## src/rtl/condicionador_pkg.sv

```systemverilog
// Shared types and index constants for the input-conditioning stage:
// capture FSM states, idle pin levels and the CH/BTN-to-user mapping.
package condicionador_pkg;

  typedef enum logic [0:0] {
    IDLE    = 1'b0,
    CAPTURE = 1'b1
  } cap_state_e;

  localparam logic BTN_IDLE_LEVEL = 1'b1;
  localparam logic CH_IDLE_LEVEL  = 1'b0;

  localparam int NUM_USERS    = 2;
  localparam int CH_PER_USER  = 4;
  localparam int BTN_PER_USER = 2;
  localparam int CODE_W       = 3;
  localparam int MSB_CH_OFF   = 3;

  // CH[base+0] is the code MSB shown to downstream logic
  function automatic logic [CODE_W-1:0] code_of(input logic [CODE_W-1:0] lvl);
    return {lvl[0], lvl[1], lvl[2]};
  endfunction

endpackage

```

## src/rtl/condicionador_de_entradas_filtro.sv

```systemverilog
// filtro_debounce: synchroniser chain plus counting debounce filter for one
// pin, with a one-cycle change event aligned to the new filtered level.
module filtro_debounce #(
  parameter int   SYNC_STAGES     = 2,
  parameter int   DEBOUNCE_CYCLES = 500000,
  parameter logic RESET_LEVEL     = 1'b0
) (
  input  logic clk,
  input  logic rst,
  input  logic raw_i,
  output logic level_o,
  output logic change_o
);

  localparam int CW = $clog2(DEBOUNCE_CYCLES) + 1;
  localparam logic [CW-1:0] CNT_LAST = CW'(DEBOUNCE_CYCLES - 1);

  logic [SYNC_STAGES-1:0] sync_q;
  logic [CW-1:0]          cnt_q, cnt_d;
  logic                   level_q, level_d;
  logic                   change_q, change_d;
  logic                   synced_s;

  assign synced_s = sync_q[SYNC_STAGES-1];

  always_ff @(posedge clk) begin
    if (rst) begin
      sync_q   <= {SYNC_STAGES{RESET_LEVEL}};
      cnt_q    <= '0;
      level_q  <= RESET_LEVEL;
      change_q <= 1'b0;
    end else begin
      sync_q   <= {sync_q[SYNC_STAGES-2:0], raw_i};
      cnt_q    <= cnt_d;
      level_q  <= level_d;
      change_q <= change_d;
    end
  end

  // Any agreeing sample restarts the count, so short pulses never pass
  always_comb begin
    level_d  = level_q;
    cnt_d    = '0;
    change_d = 1'b0;
    if (synced_s == level_q) begin
      cnt_d = '0;
    end else if (cnt_q == CNT_LAST) begin
      level_d  = synced_s;
      change_d = 1'b1;
      cnt_d    = '0;
    end else begin
      cnt_d = cnt_q + CW'(1);
    end
  end

  assign level_o  = level_q;
  assign change_o = change_q;

endmodule

```

## src/rtl/condicionador_de_entradas.sv

```systemverilog
// Input conditioning: debounces 8 switches and 4 active-low buttons and
// latches each user's button combination into a held 3-bit request.
module condicionador_de_entradas
  import condicionador_pkg::*;
#(
  parameter int DEBOUNCE_CYCLES = 500000,
  parameter int CAPTURE_CYCLES  = 2500000,
  parameter int SYNC_STAGES     = 2
) (
  input  logic       clk,
  input  logic       rst,
  input  logic [7:0] CH,
  input  logic [3:0] BTN,
  output logic [2:0] User0,
  output logic [2:0] User1,
  output logic [2:0] Func0_NV,
  output logic [2:0] Func1_NV,
  output logic       Func0_Valid,
  output logic       Func1_Valid,
  output logic       Busy0,
  output logic       Busy1
);

  localparam int TW = $clog2(CAPTURE_CYCLES) + 1;
  localparam logic [TW-1:0] TIMER_LAST = TW'(CAPTURE_CYCLES - 1);

  logic [7:0] ch_lvl_s, ch_chg_s;
  logic [3:0] btn_lvl_s, btn_chg_s, pressed_s, press_evt_s;

  logic [CODE_W-1:0] code_s  [NUM_USERS];
  logic [CODE_W-1:0] func_s  [NUM_USERS];
  logic              valid_s [NUM_USERS];
  logic              busy_s  [NUM_USERS];

  for (genvar i = 0; i < 8; i++) begin : g_ch
    filtro_debounce #(
      .SYNC_STAGES    (SYNC_STAGES),
      .DEBOUNCE_CYCLES(DEBOUNCE_CYCLES),
      .RESET_LEVEL    (CH_IDLE_LEVEL)
    ) u_filt (
      .clk     (clk),
      .rst     (rst),
      .raw_i   (CH[i]),
      .level_o (ch_lvl_s[i]),
      .change_o(ch_chg_s[i])
    );
  end

  for (genvar j = 0; j < 4; j++) begin : g_btn
    filtro_debounce #(
      .SYNC_STAGES    (SYNC_STAGES),
      .DEBOUNCE_CYCLES(DEBOUNCE_CYCLES),
      .RESET_LEVEL    (BTN_IDLE_LEVEL)
    ) u_filt (
      .clk     (clk),
      .rst     (rst),
      .raw_i   (BTN[j]),
      .level_o (btn_lvl_s[j]),
      .change_o(btn_chg_s[j])
    );
  end

  assign pressed_s   = ~btn_lvl_s;
  assign press_evt_s = btn_chg_s & pressed_s;

  for (genvar u = 0; u < NUM_USERS; u++) begin : g_user
    localparam int CB = u * CH_PER_USER;
    localparam int BB = u * BTN_PER_USER;

    cap_state_e        state_q, state_d;
    logic [TW-1:0]     timer_q, timer_d;
    logic [1:0]        cap_q, cap_d, prs_s, cap_acc_s;
    logic [CODE_W-1:0] func_q, func_d;
    logic              valid_q, valid_d;
    logic              code_chg_s, start_s, msb_s;

    // First button of the pair lands in the middle bit of the request
    assign prs_s      = {pressed_s[BB], pressed_s[BB+1]};
    assign cap_acc_s  = cap_q | prs_s;
    assign msb_s      = ch_lvl_s[CB+MSB_CH_OFF];
    assign code_chg_s = |ch_chg_s[CB+2:CB];
    assign start_s    = press_evt_s[BB] | press_evt_s[BB+1] | ch_chg_s[CB+MSB_CH_OFF];

    always_ff @(posedge clk) begin
      if (rst) begin
        state_q <= IDLE;
        timer_q <= '0;
        cap_q   <= 2'b00;
        func_q  <= 3'b000;
        valid_q <= 1'b0;
      end else begin
        state_q <= state_d;
        timer_q <= timer_d;
        cap_q   <= cap_d;
        func_q  <= func_d;
        valid_q <= valid_d;
      end
    end

    // A user-code change overrides both window start and window completion
    always_comb begin
      state_d = state_q;
      timer_d = timer_q;
      cap_d   = cap_q;
      func_d  = func_q;
      valid_d = 1'b0;
      if (code_chg_s) begin
        state_d = IDLE;
        timer_d = '0;
        cap_d   = 2'b00;
        func_d  = 3'b000;
      end else begin
        case (state_q)
          IDLE: begin
            if (start_s) begin
              state_d = CAPTURE;
              timer_d = '0;
              cap_d   = prs_s;
            end else begin
              state_d = IDLE;
            end
          end
          CAPTURE: begin
            cap_d = cap_acc_s;
            if (timer_q == TIMER_LAST) begin
              func_d  = {msb_s, cap_acc_s};
              valid_d = 1'b1;
              state_d = IDLE;
              timer_d = '0;
            end else begin
              timer_d = timer_q + TW'(1);
            end
          end
          default: begin
            state_d = IDLE;
            timer_d = '0;
            cap_d   = 2'b00;
          end
        endcase
      end
    end

    assign code_s[u]  = code_of(ch_lvl_s[CB+2:CB]);
    assign func_s[u]  = func_q;
    assign valid_s[u] = valid_q;
    assign busy_s[u]  = (state_q == CAPTURE);
  end

  assign User0       = code_s[0];
  assign User1       = code_s[1];
  assign Func0_NV    = func_s[0];
  assign Func1_NV    = func_s[1];
  assign Func0_Valid = valid_s[0];
  assign Func1_Valid = valid_s[1];
  assign Busy0       = busy_s[0];
  assign Busy1       = busy_s[1];

endmodule

```

## config.mk

```make
export PLATFORM = sky130hd
export DESIGN_NAME = condicionador_de_entradas
export DESIGN_NICKNAME = d
export VERILOG_FILES = /design/src/rtl/condicionador_pkg.sv /design/src/rtl/condicionador_de_entradas_filtro.sv /design/src/rtl/condicionador_de_entradas.sv
export SDC_FILE = /design/constraint.sdc
export NUM_CORES = 1
export LEC_CHECK = 0
export BUFFER_PORTS_ARGS = -buffer_cell sky130_fd_sc_hd__clkbuf_2
export CAP_MARGIN = 20
export CORE_MARGIN = 2
export CORE_UTILIZATION = 57
export DETAILED_ROUTE_END_ITERATION = 8
export PLACE_DENSITY = 0.76
export SKIP_CTS_REPAIR_TIMING = 1
export SYNTH_ARGS = -nofsm -noshare
export SYNTH_HDL_FRONTEND = slang
export SYNTH_HIERARCHICAL = 1
export SYNTH_SLANG_ARGS = --single-unit
```

## constraint.sdc

```tcl
create_clock -name clk -period 2.1 [get_ports clk]
set_clock_uncertainty 0.1 [all_clocks]
set_input_delay 0 -clock clk [delete_from_list [all_inputs] [get_ports clk]]
set_output_delay 0 -clock clk [all_outputs]
set_load 0.1 [all_outputs]
```

### After elaboration in Yosys (flattened, before gate mapping)

Index checks and enable logic that the tools add are counted.
Widths: inputs -> output; s select.

* flip-flop bits (word level): 348
* output and inout port bits: 16
* word-level logic and storage cells: 194

* add/subtract/negate cells: 14
* equality and inequality tests: 28
* muxes and demuxes: 30
* bitwise operators: 22
* reduce and logical (&&, ||, !) cells: 42

Operators with widths (number)
* $add 20x1->20 const B: 12
* $eq 20x19->1 const B: 12
* $mux 23: 4
* $pmux 23 s2: 2
* $add 23x1->23 const B: 2
* $eq 23x22->1 const B: 2
* $reduce_or 3->1: 12
* $reduce_and 2->1: 14
* $reduce_or 2->1: 12
* $mux 1: 18
* $not 1->1: 14
* $eq 1x1->1: 12
* $reduce_or 5->1: 2
* $pmux 2 s2: 2
* $reduce_or 4->1: 2
* $and 4x4->4: 1
* $mux 2: 2
* $ne 2x2->1 const B: 2
* $not 4->4: 1
* $or 1x1->1: 4
* $or 2x2->2: 2
* $pmux 1 s2: 2

### Longest topological paths before layout

Gate-level depths: netlist of the first run.

* depth after elaboration: 6
* mapped depth: 8
* mapped depth without buffers: 6

### Modules after synthesis

Netlist of the first run, hierarchy kept.

Modules (own cells, without submodules)
* filtro_debounce at g_ch[0].u_filt ...: times used 7, cells each 122, area each 1129.8 um^2, sequential area each 480.5 um^2
* filtro_debounce at g_btn[0].u_filt ...: times used 4, cells each 118, area each 1057.3 um^2, sequential area each 480.5 um^2
* condicionador_de_entradas: times used 1, cells each 378, area each 3059.2 um^2, sequential area each 1201.2 um^2
* filtro_debounce at g_ch[7].u_filt: times used 1, cells each 115, area each 1048.5 um^2, sequential area each 480.5 um^2

### Worst setup path before layout of the first run

Ideal clock, no wire load.

* path type: reg2reg
* start point: register g_user[1].state_q (netlist: Busy1)
* end point: register g_user[1].timer_q[22]
* library setup time: 0.062 ns
* arrival: 2.319 ns
* setup slack: -0.381 ns
* cell stages (with the launch flop): 6
* buffers on the path: 1
* cell sequence: dfxtp_1 -> clkbuf_1 -> inv_1 -> a211o_4 -> or4_1 -> nand3_1

* longest elaborated chain between the ends: 2

Ends and longest elaborated chain
* from (decl): line condicionador_de_entradas.sv:70 `cap_state_e state_q, state_d;`
* from (signal assigned): line condicionador_de_entradas.sv:92 `state_q <= state_d;`
* $not 1->1 (no line)
* $pmux 23 s2 / $ne 2x2->1 (equally long branches)
* to (signal assigned): line condicionador_de_entradas.sv:93 `timer_q <= timer_d;`
* to (decl): line condicionador_de_entradas.sv:71 `logic [TW-1:0] timer_q, timer_d;`

Several ways; a longest one is shown, not always the timed one.
A chain may end at the register's enable or synchronous reset.

### Final worst setup path of the first run

* start point: register g_user[1].timer_q[5]
* end point: register g_user[1].timer_q[20]

* longest elaborated chain between the ends: 3

Ends and longest elaborated chain
* $add 23x1->23 / $eq 23x22->1 (equally long branches): line condicionador_de_entradas.sv:131, condicionador_de_entradas.sv:125
* $mux 23 *: line condicionador_de_entradas.sv:125 `if (timer_q == TIMER_LAST) begin`
* $pmux 23 s2 *: line condicionador_de_entradas.sv:113 `case (state_q)`

Mark *: on every way between the ends. The rest lies on a longest branch, timed or not.

==> results.cfg, run 1 <==
[placement]
io_buffers = 29
dp_hpwl_um = 22100
pre_cts_slack_ps = -277
gp_congestion = 0.840
place_area_mm2 = 0.0173

[critical_path]
path_cells = or4_4, nor3_4, buf_4, a211oi_4, and3_1, a221o_1
crit_fanout = 13
cp-start-kind = flop
worst_r2r_endpoint = g_user[1].timer_q[20]
reg2reg_from = g_user[1].timer_q[5]
path_buf_inv = 1
crit_family = simple AND/OR/NAND/NOR gates
ff2ff_path_depth = 6
worst_ep_required_time_ps = 2400
slowest_delay_ps = 580
slowest_stage = or4_4
cp-end-kind = flop
reg2reg_slack_ps = 40
crit_type = reg2reg
crit_arrival_ps = 2370

[power]
pwr_density_cell_mw_per_mm2 = 717
ir_worst_vdd_mv = 0.634
seq_power_share = 0.489
leakage_nw = 6.01
p_total_mw = 13.6
p_sw_frac = 0.201
clkPwrFrac = 0.495
p_sw_mw = 2.74
p_comb_frac = 0.016
p_int_mw = 10.9

[layout]
design_area_mm2 = 0.0190
multi_input_area_mm2 = 0.00891
antenna_cells = 0
final_cell_mix = 344 x dfxtp_1, 284 x nor2_1, 131 x xnor2_1
layout_commonest_cell = dfxtp_1
synthToLayoutAreaGrowth_pct = 16.8
fillers = 2264
drive_gt1_frac = 0.155
seqCellArea_mm2 = 0.00697
nets = 1985

[clocking]
clk_pin_slew_ps = 60
cts_sinks = 348
cts_root_buf = clkbuf_16
clockBufferDepth = 3
htreeDepth = 2
cts_tree = built
numCtsBuffers = 38
worst_skew_pair.late_latency_ps = 520

[sta]
period_share = 0.983
max_slew.worst_pin.slew_ps = 624
slew_headroom = 0.583
fin_crit_ps = 2060
finalMaxSlewViolations = 0
finalHoldViolations = 0
hold_slack_ps = 116
setup_viol = 0
fin_ws_ps = 36.7
fin_setup_tns_ps = 0
fmax_mhz = 485

[floorplanning]
num_io_pins = 30
num_rows = 61
fp.dieW_um = 173
initial_core_util = 0.582
die_area_mm2 = 0.0299
core_area_mm2 = 0.0279
die_h_um = 173

[drt]
first_iter_violations = 661
avgRoutedWirePerCell_um = 14.0
routed_wl_um = 33100
ant_nets = 0
vias = 13400
drc = 0
viasPerCell = 5.68
drtPass1Iterations = 5

[grt]
grt_max_degree = 62
grt_pass1_wl_um = 56400
grt_pass1_vias = 12700
track_usage = 0.213
gr-total-overflow = 0
antenna_found_initial = 0

[synthesis]
synth.avg_cell_area_um2 = 8.93
synthFlopType = dfxtp_1
synthCells = 1819
ys_seq_area_frac = 0.429
synth_warnings = 6
synth_nets = 1847
synth_async_sr_flop_share = 0
ys_ff_latch = 348
synth_edf_count = 0
netlist_area_mm2 = 0.0162
synthDistinctLibCells = 64

[min_path]
hold_path_end = g_btn[0].u_filt/sync_q[0]
hold_path_class = in2reg
hold_depth = 3
min_from = BTN[0]

[outcome]
outcome = finished clean

[job]
cap_viol_max_count = 0
## power groups by stage
stage / clock network, mW / logic, mW / registers (mW)
2_1_floorplan: 0 / 0.108 / 6.79
3_3_place_gp: 0 / 0.183 / 6.79
3_5_place_dp: 0 / 0.187 / 6.79
4_1_cts: 6.89 / 0.189 / 6.64
5_1_grt: 7.16 / 0.239 / 6.64
6_report: 6.74 / 0.219 / 6.64
## cell type report
| class | count | share of cell area |
|---|---|---|
| inverter | 57 | 0.0113 |
| sequential | 348 | 0.368 |
| multi-input combinational | 1369 | 0.470 |
| clock buffer | 55 | 0.0599 |
| clock inverter | 13 | 0.00805 |
| timing repair buffer | 143 | 0.0588 |
| tap | 378 | 0.0249 |
## Yosys cell counts, types with 10 or more instances
cell type / instances / share of area
a21oi_1: 45 / 0.014
a31oi_1: 23 / 0.0089
and4_1: 13 / 0.0070
buf_2: 21 / 0.0065
clkbuf_1: 10 / 0.0023
dfxtp_1: 348 / 0.43
ha_1: 14 / 0.011
inv_1: 57 / 0.013
mux2i_1: 34 / 0.021
nand2_1: 115 / 0.027
nand2b_1: 33 / 0.013
nand3_1: 129 / 0.040
nand4_1: 80 / 0.031
nand4_2: 11 / 0.0085
nor2_1: 285 / 0.066
nor2b_1: 20 / 0.0077
nor3_1: 77 / 0.024
nor3b_1: 11 / 0.0051
nor4_1: 77 / 0.030
nor4b_1: 15 / 0.0081
o21ai_0: 30 / 0.0092
or3_1: 20 / 0.0077
or4_4: 12 / 0.0083
xnor2_1: 131 / 0.071
xor2_1: 62 / 0.033
## kinds of logic (layout without fill, tap and decap cells)
kind of cell    after synthesis  count (layout)  synth area share
fa+ha+maj                    14              14            0.0108
mux                          34              34            0.0209
buf+inv                     103             268            0.0297
xor+xnor                    193             193             0.104
compound gates              151             152            0.0687
simple gates                976             976             0.337
flops                       348             348             0.429
## per-stage QoR
stage                      util  cells
after global routing      0.679   2363
after floorplan               -   1819
after global placement    0.620   2273
after detailed placement  0.620   2273
after CTS                 0.666   2341
final                     0.679   2363
## worst min-delay path: stages
cell           delay [ps]
dlygate4sd3_1         520
clkbuf_2               90
or2_2                  90
## flip-flops by register name, summed over array words and instances (netlist names)
name,cells
g_ch.u_filt/cnt_q,160
g_btn.u_filt/cnt_q,80
g_user.timer_q,46
g_ch.u_filt/sync_q,16
g_btn.u_filt/sync_q,8
g_ch.u_filt/change_o,8
g_ch.u_filt/level_o,8
g_btn.u_filt/change_o,4
g_btn.u_filt/level_o,4
g_user.cap_q,4
Func0_NV,3
Func1_NV,3
Busy0,1
Busy1,1
Func0_Valid,1
Func1_Valid,1
## layer usage
metal / wire [um] / global-route usage / up-vias / part of all wire
met1: 15500 / 0.283 / 6336 / 0.47
met4: 779 / 0.0713 / 0 / 0.024
met5: 0 / 0 / - / 0
met2: 15600 / 0.359 / 236 / 0.47
li1: - / - / 6796 / -
met3: 1160 / 0.0299 / 57 / 0.035
## how the worst max path moves through the flow
stage,startpoint,end,slack [ps],cells after the start
2_1_floorplan,Busy1,g_user[1].timer_q[22],-80,5
3_3_place_gp,g_user[1].timer_q[0],g_user[1].timer_q[14],-220,7
3_5_place_dp,g_user[1].timer_q[0],g_user[1].timer_q[14],-280,7
4_1_cts,g_user[1].timer_q[0],g_user[1].timer_q[14],-290,7
5_1_grt,g_user[1].timer_q[6],g_user[1].timer_q[21],-50,7
6_report,g_user[1].timer_q[5],g_user[1].timer_q[20],40,6
Power figures use the tool's default switching activity.
==> inputs of run 2 (changes only) <==
--- a/config.mk
+++ b/config.mk
@@ -5,6 +5,7 @@
 export SDC_FILE = /design/constraint.sdc
 export NUM_CORES = 1
 export LEC_CHECK = 0
+export ABC_AREA = 1
 export BUFFER_PORTS_ARGS = -buffer_cell sky130_fd_sc_hd__clkbuf_2
 export CAP_MARGIN = 20
 export CORE_MARGIN = 2
==> run 2 against run 1 <==
Against the previous run:
- hold slack got worse by 13 ps
- register-to-register slack improved by 300 ps
- clock-buffer cell count fell by 1
- fmax rose by 17%
- worst setup slack improved by 300 ps
- clock power rose by 10%
- sequential power barely moved
- global-route usage rose by 0.93 points
- flip-flop and latch count did not move
- synthesized area rose by 12%
- largest power group unchanged
==> results.cfg, run 2 <==
[outcome]
outcome = finished clean

[sta]
period_share = 0.840
max_slew.worst_pin.slew_ps = 569
fin_setup_tns_ps = 0
finalMaxSlewViolations = 0
rsz0062_at_grt = no
setup_viol = 0
hold_slack_ps = 103
fin_crit_ps = 1760
fmax_mhz = 567
finalHoldViolations = 0
fin_ws_ps = 335
slew_headroom = 0.622

[power]
pwr_density_cell_mw_per_mm2 = 703
ir_worst_vdd_mv = 0.707
leakage_nw = 6.40

[drt]
vias = 16300
viasPerCell = 5.15
ant_nets = 0
avgRoutedWirePerCell_um = 11.8
first_iter_violations = 926
routed_wl_um = 37300
drc = 0
drtPass1Iterations = 6

[min_path]
hold_path_class = in2reg

[layout]
largest-register = g_ch.u_filt/cnt_q
drive_gt1_frac = 0.141
synthToLayoutAreaGrowth_pct = 11.6
design_area_mm2 = 0.0203
largest_reg_flops = 160
fillers = 2757
fin_util = 0.645
final_cell_mix = 641 x nand2_1, 502 x nor2_1, 347 x dfxtp_1
top_regs = g_ch.u_filt/cnt_q: 160 flops, g_btn.u_filt/cnt_q: 80 flops, g_user.timer_q: 46 flops
multi_input_area_mm2 = 0.0100
nets = 2763
layout_commonest_cell = nand2_1
antenna_cells = 0
seqCellArea_mm2 = 0.00697

[grt]
grt_pass1_wl_um = 64900
grt_pass1_vias = 15300
track_usage = 0.223
gr-total-overflow = 0
grt_max_degree = 21
antenna_found_initial = 0

[synthesis]
ys_ff_latch = 348
synth.avg_cell_area_um2 = 6.84
synth_nets = 2689
synth_top_area_share = 0.383
synth_top_cells_by_area = dfxtp_1 38%, nand2_1 13%, nor2_1 10%
netlist_area_mm2 = 0.0182
synthDistinctLibCells = 46
netlist.top_cell.by_area = dfxtp_1
synth_edf_count = 0
synth_warnings = 6
synthFlopType = dfxtp_1
synth_common_cells = 641 x nand2_1, 502 x nor2_1, 348 x dfxtp_1
synthCells = 2661
synth_async_sr_flop_share = 0
synth_most_common_cell = nand2_1
ys_seq_area_frac = 0.383

[floorplanning]
num_rows = 65
die_h_um = 183
num_io_pins = 30
initial_core_util = 0.578
fp.dieW_um = 183
core_area_mm2 = 0.0315
die_area_mm2 = 0.0334

[critical_path]
reg2reg_from = g_user[1].timer_q[0]
worst_r2r_endpoint = g_user[1].timer_q[16]
reg2reg_slack_ps = 340
crit_type = reg2reg
worst_ep_required_time_ps = 2460
cp-end-kind = flop
crit_arrival_ps = 2120
cp-start-kind = flop
endpoint = g_user[1].timer_q[16]
ff2ff_path_depth = 8
startpoint = g_user[1].timer_q[0]
crit_fanout = 16

[clocking]
htreeDepth = 2
clk_pin_slew_ps = 60
worst_skew_pair.late_latency_ps = 530
cts_sinks = 348
cts_root_buf = clkbuf_16
clockBufferDepth = 3
numCtsBuffers = 40
cts_tree = built

[placement]
pre_cts_slack_ps = 120
io_buffers = 29
place_area_mm2 = 0.0187
dp_hpwl_um = 27000
gp_congestion = 0.947

[job]
cap_viol_max_count = 0
-- run 2: cell count changes after synthesis, moves of 32 or more --
| cell | previous run | this run |
|---|---|---|
| nor2_1 | 285 | 502 |
| nand4_1 | 80 | 33 |
| xnor2_1 | 131 | 34 |
| nor2_2 | 0 | 119 |
| or2_0 | 0 | 32 |
| nand2_2 | 0 | 35 |
| nor3_1 | 77 | 22 |
| inv_1 | 57 | 242 |
| nand2_1 | 115 | 641 |
| a21oi_1 | 45 | 158 |
| nor4_1 | 77 | 0 |
| nand2b_1 | 33 | 0 |
| mux2i_1 | 34 | 0 |
| nand3_1 | 129 | 191 |
-- run 2: critical path, stage by stage (launching register included) --
cell and delay [ps]:
dfxtp_1 340, ha_1 240, nand2_2 100, nor2_4 60, inv_2 70, nor2_4 50, a21oi_4 400, o21ai_0 180
a21oi_1 150
-- run 2: kinds of logic after synthesis --
group	count (synthesis)	share of synthesized area
buffers and inverters	291	0.0676
AND/OR/NAND/NOR	1680	0.426
adder cells (fa/ha/maj)	14	0.00963
XOR/XNOR	93	0.0448
AO/OA/AOI/OAI	235	0.0695
flip-flops	348	0.383
-- run 2: layout make-up --
class	count	share of cell area
multi-input combinational	2022	0.493
timing repair buffer	55	0.0187
sequential	348	0.343
clock buffer	54	0.0579
tap	402	0.0248
inverter	268	0.0496
clock inverter	19	0.0131
-- run 2: power breakdown --
group / total (mW) / internal, mW / switching (mW)
combinational: 0.206 / 0.0737 / 0.133
clock: 7.42 / 4.67 / 2.74
sequential: 6.65 / 6.63 / 0.0162
total: 14.3 / 11.4 / 2.89
-- run 2: through the flow --
| stage | power [mW] | cells |
|---|---|---|
| final | 14.3 | 3168 |
| after global routing | 14.8 | 3168 |
| after CTS | 14.4 | 3152 |
| after detailed placement | 6.98 | 3079 |
| after global placement | 6.97 | 3079 |
| after floorplan | 6.92 | 2661 |
-- run 2: metal layers --
metal  wire, um  GRT usage  vias up  share of wire
li1           -          -     8556              -
met1      17500      0.279     7415           0.47
met2      17800      0.397      278           0.48
met3       1490     0.0323       56          0.040
met4        639     0.0648        0          0.017
met5          0          0        -              0
-- run 2: how the worst min path moves through the flow --
stage,slack (ps),depth (start not counted),to,from
CTS,-470,3,g_ch[2].u_filt/sync_q[0],CH[2]
floorplan,-30,1,g_ch[0].u_filt/sync_q[0],rst
detailed placement,90,2,g_btn[0].u_filt/sync_q[0],BTN[0]
global route,120,4,g_ch[0].u_filt/sync_q[0],CH[0]
finish,100,4,g_ch[2].u_filt/sync_q[0],CH[2]
global placement,80,2,g_btn[0].u_filt/sync_q[0],BTN[0]
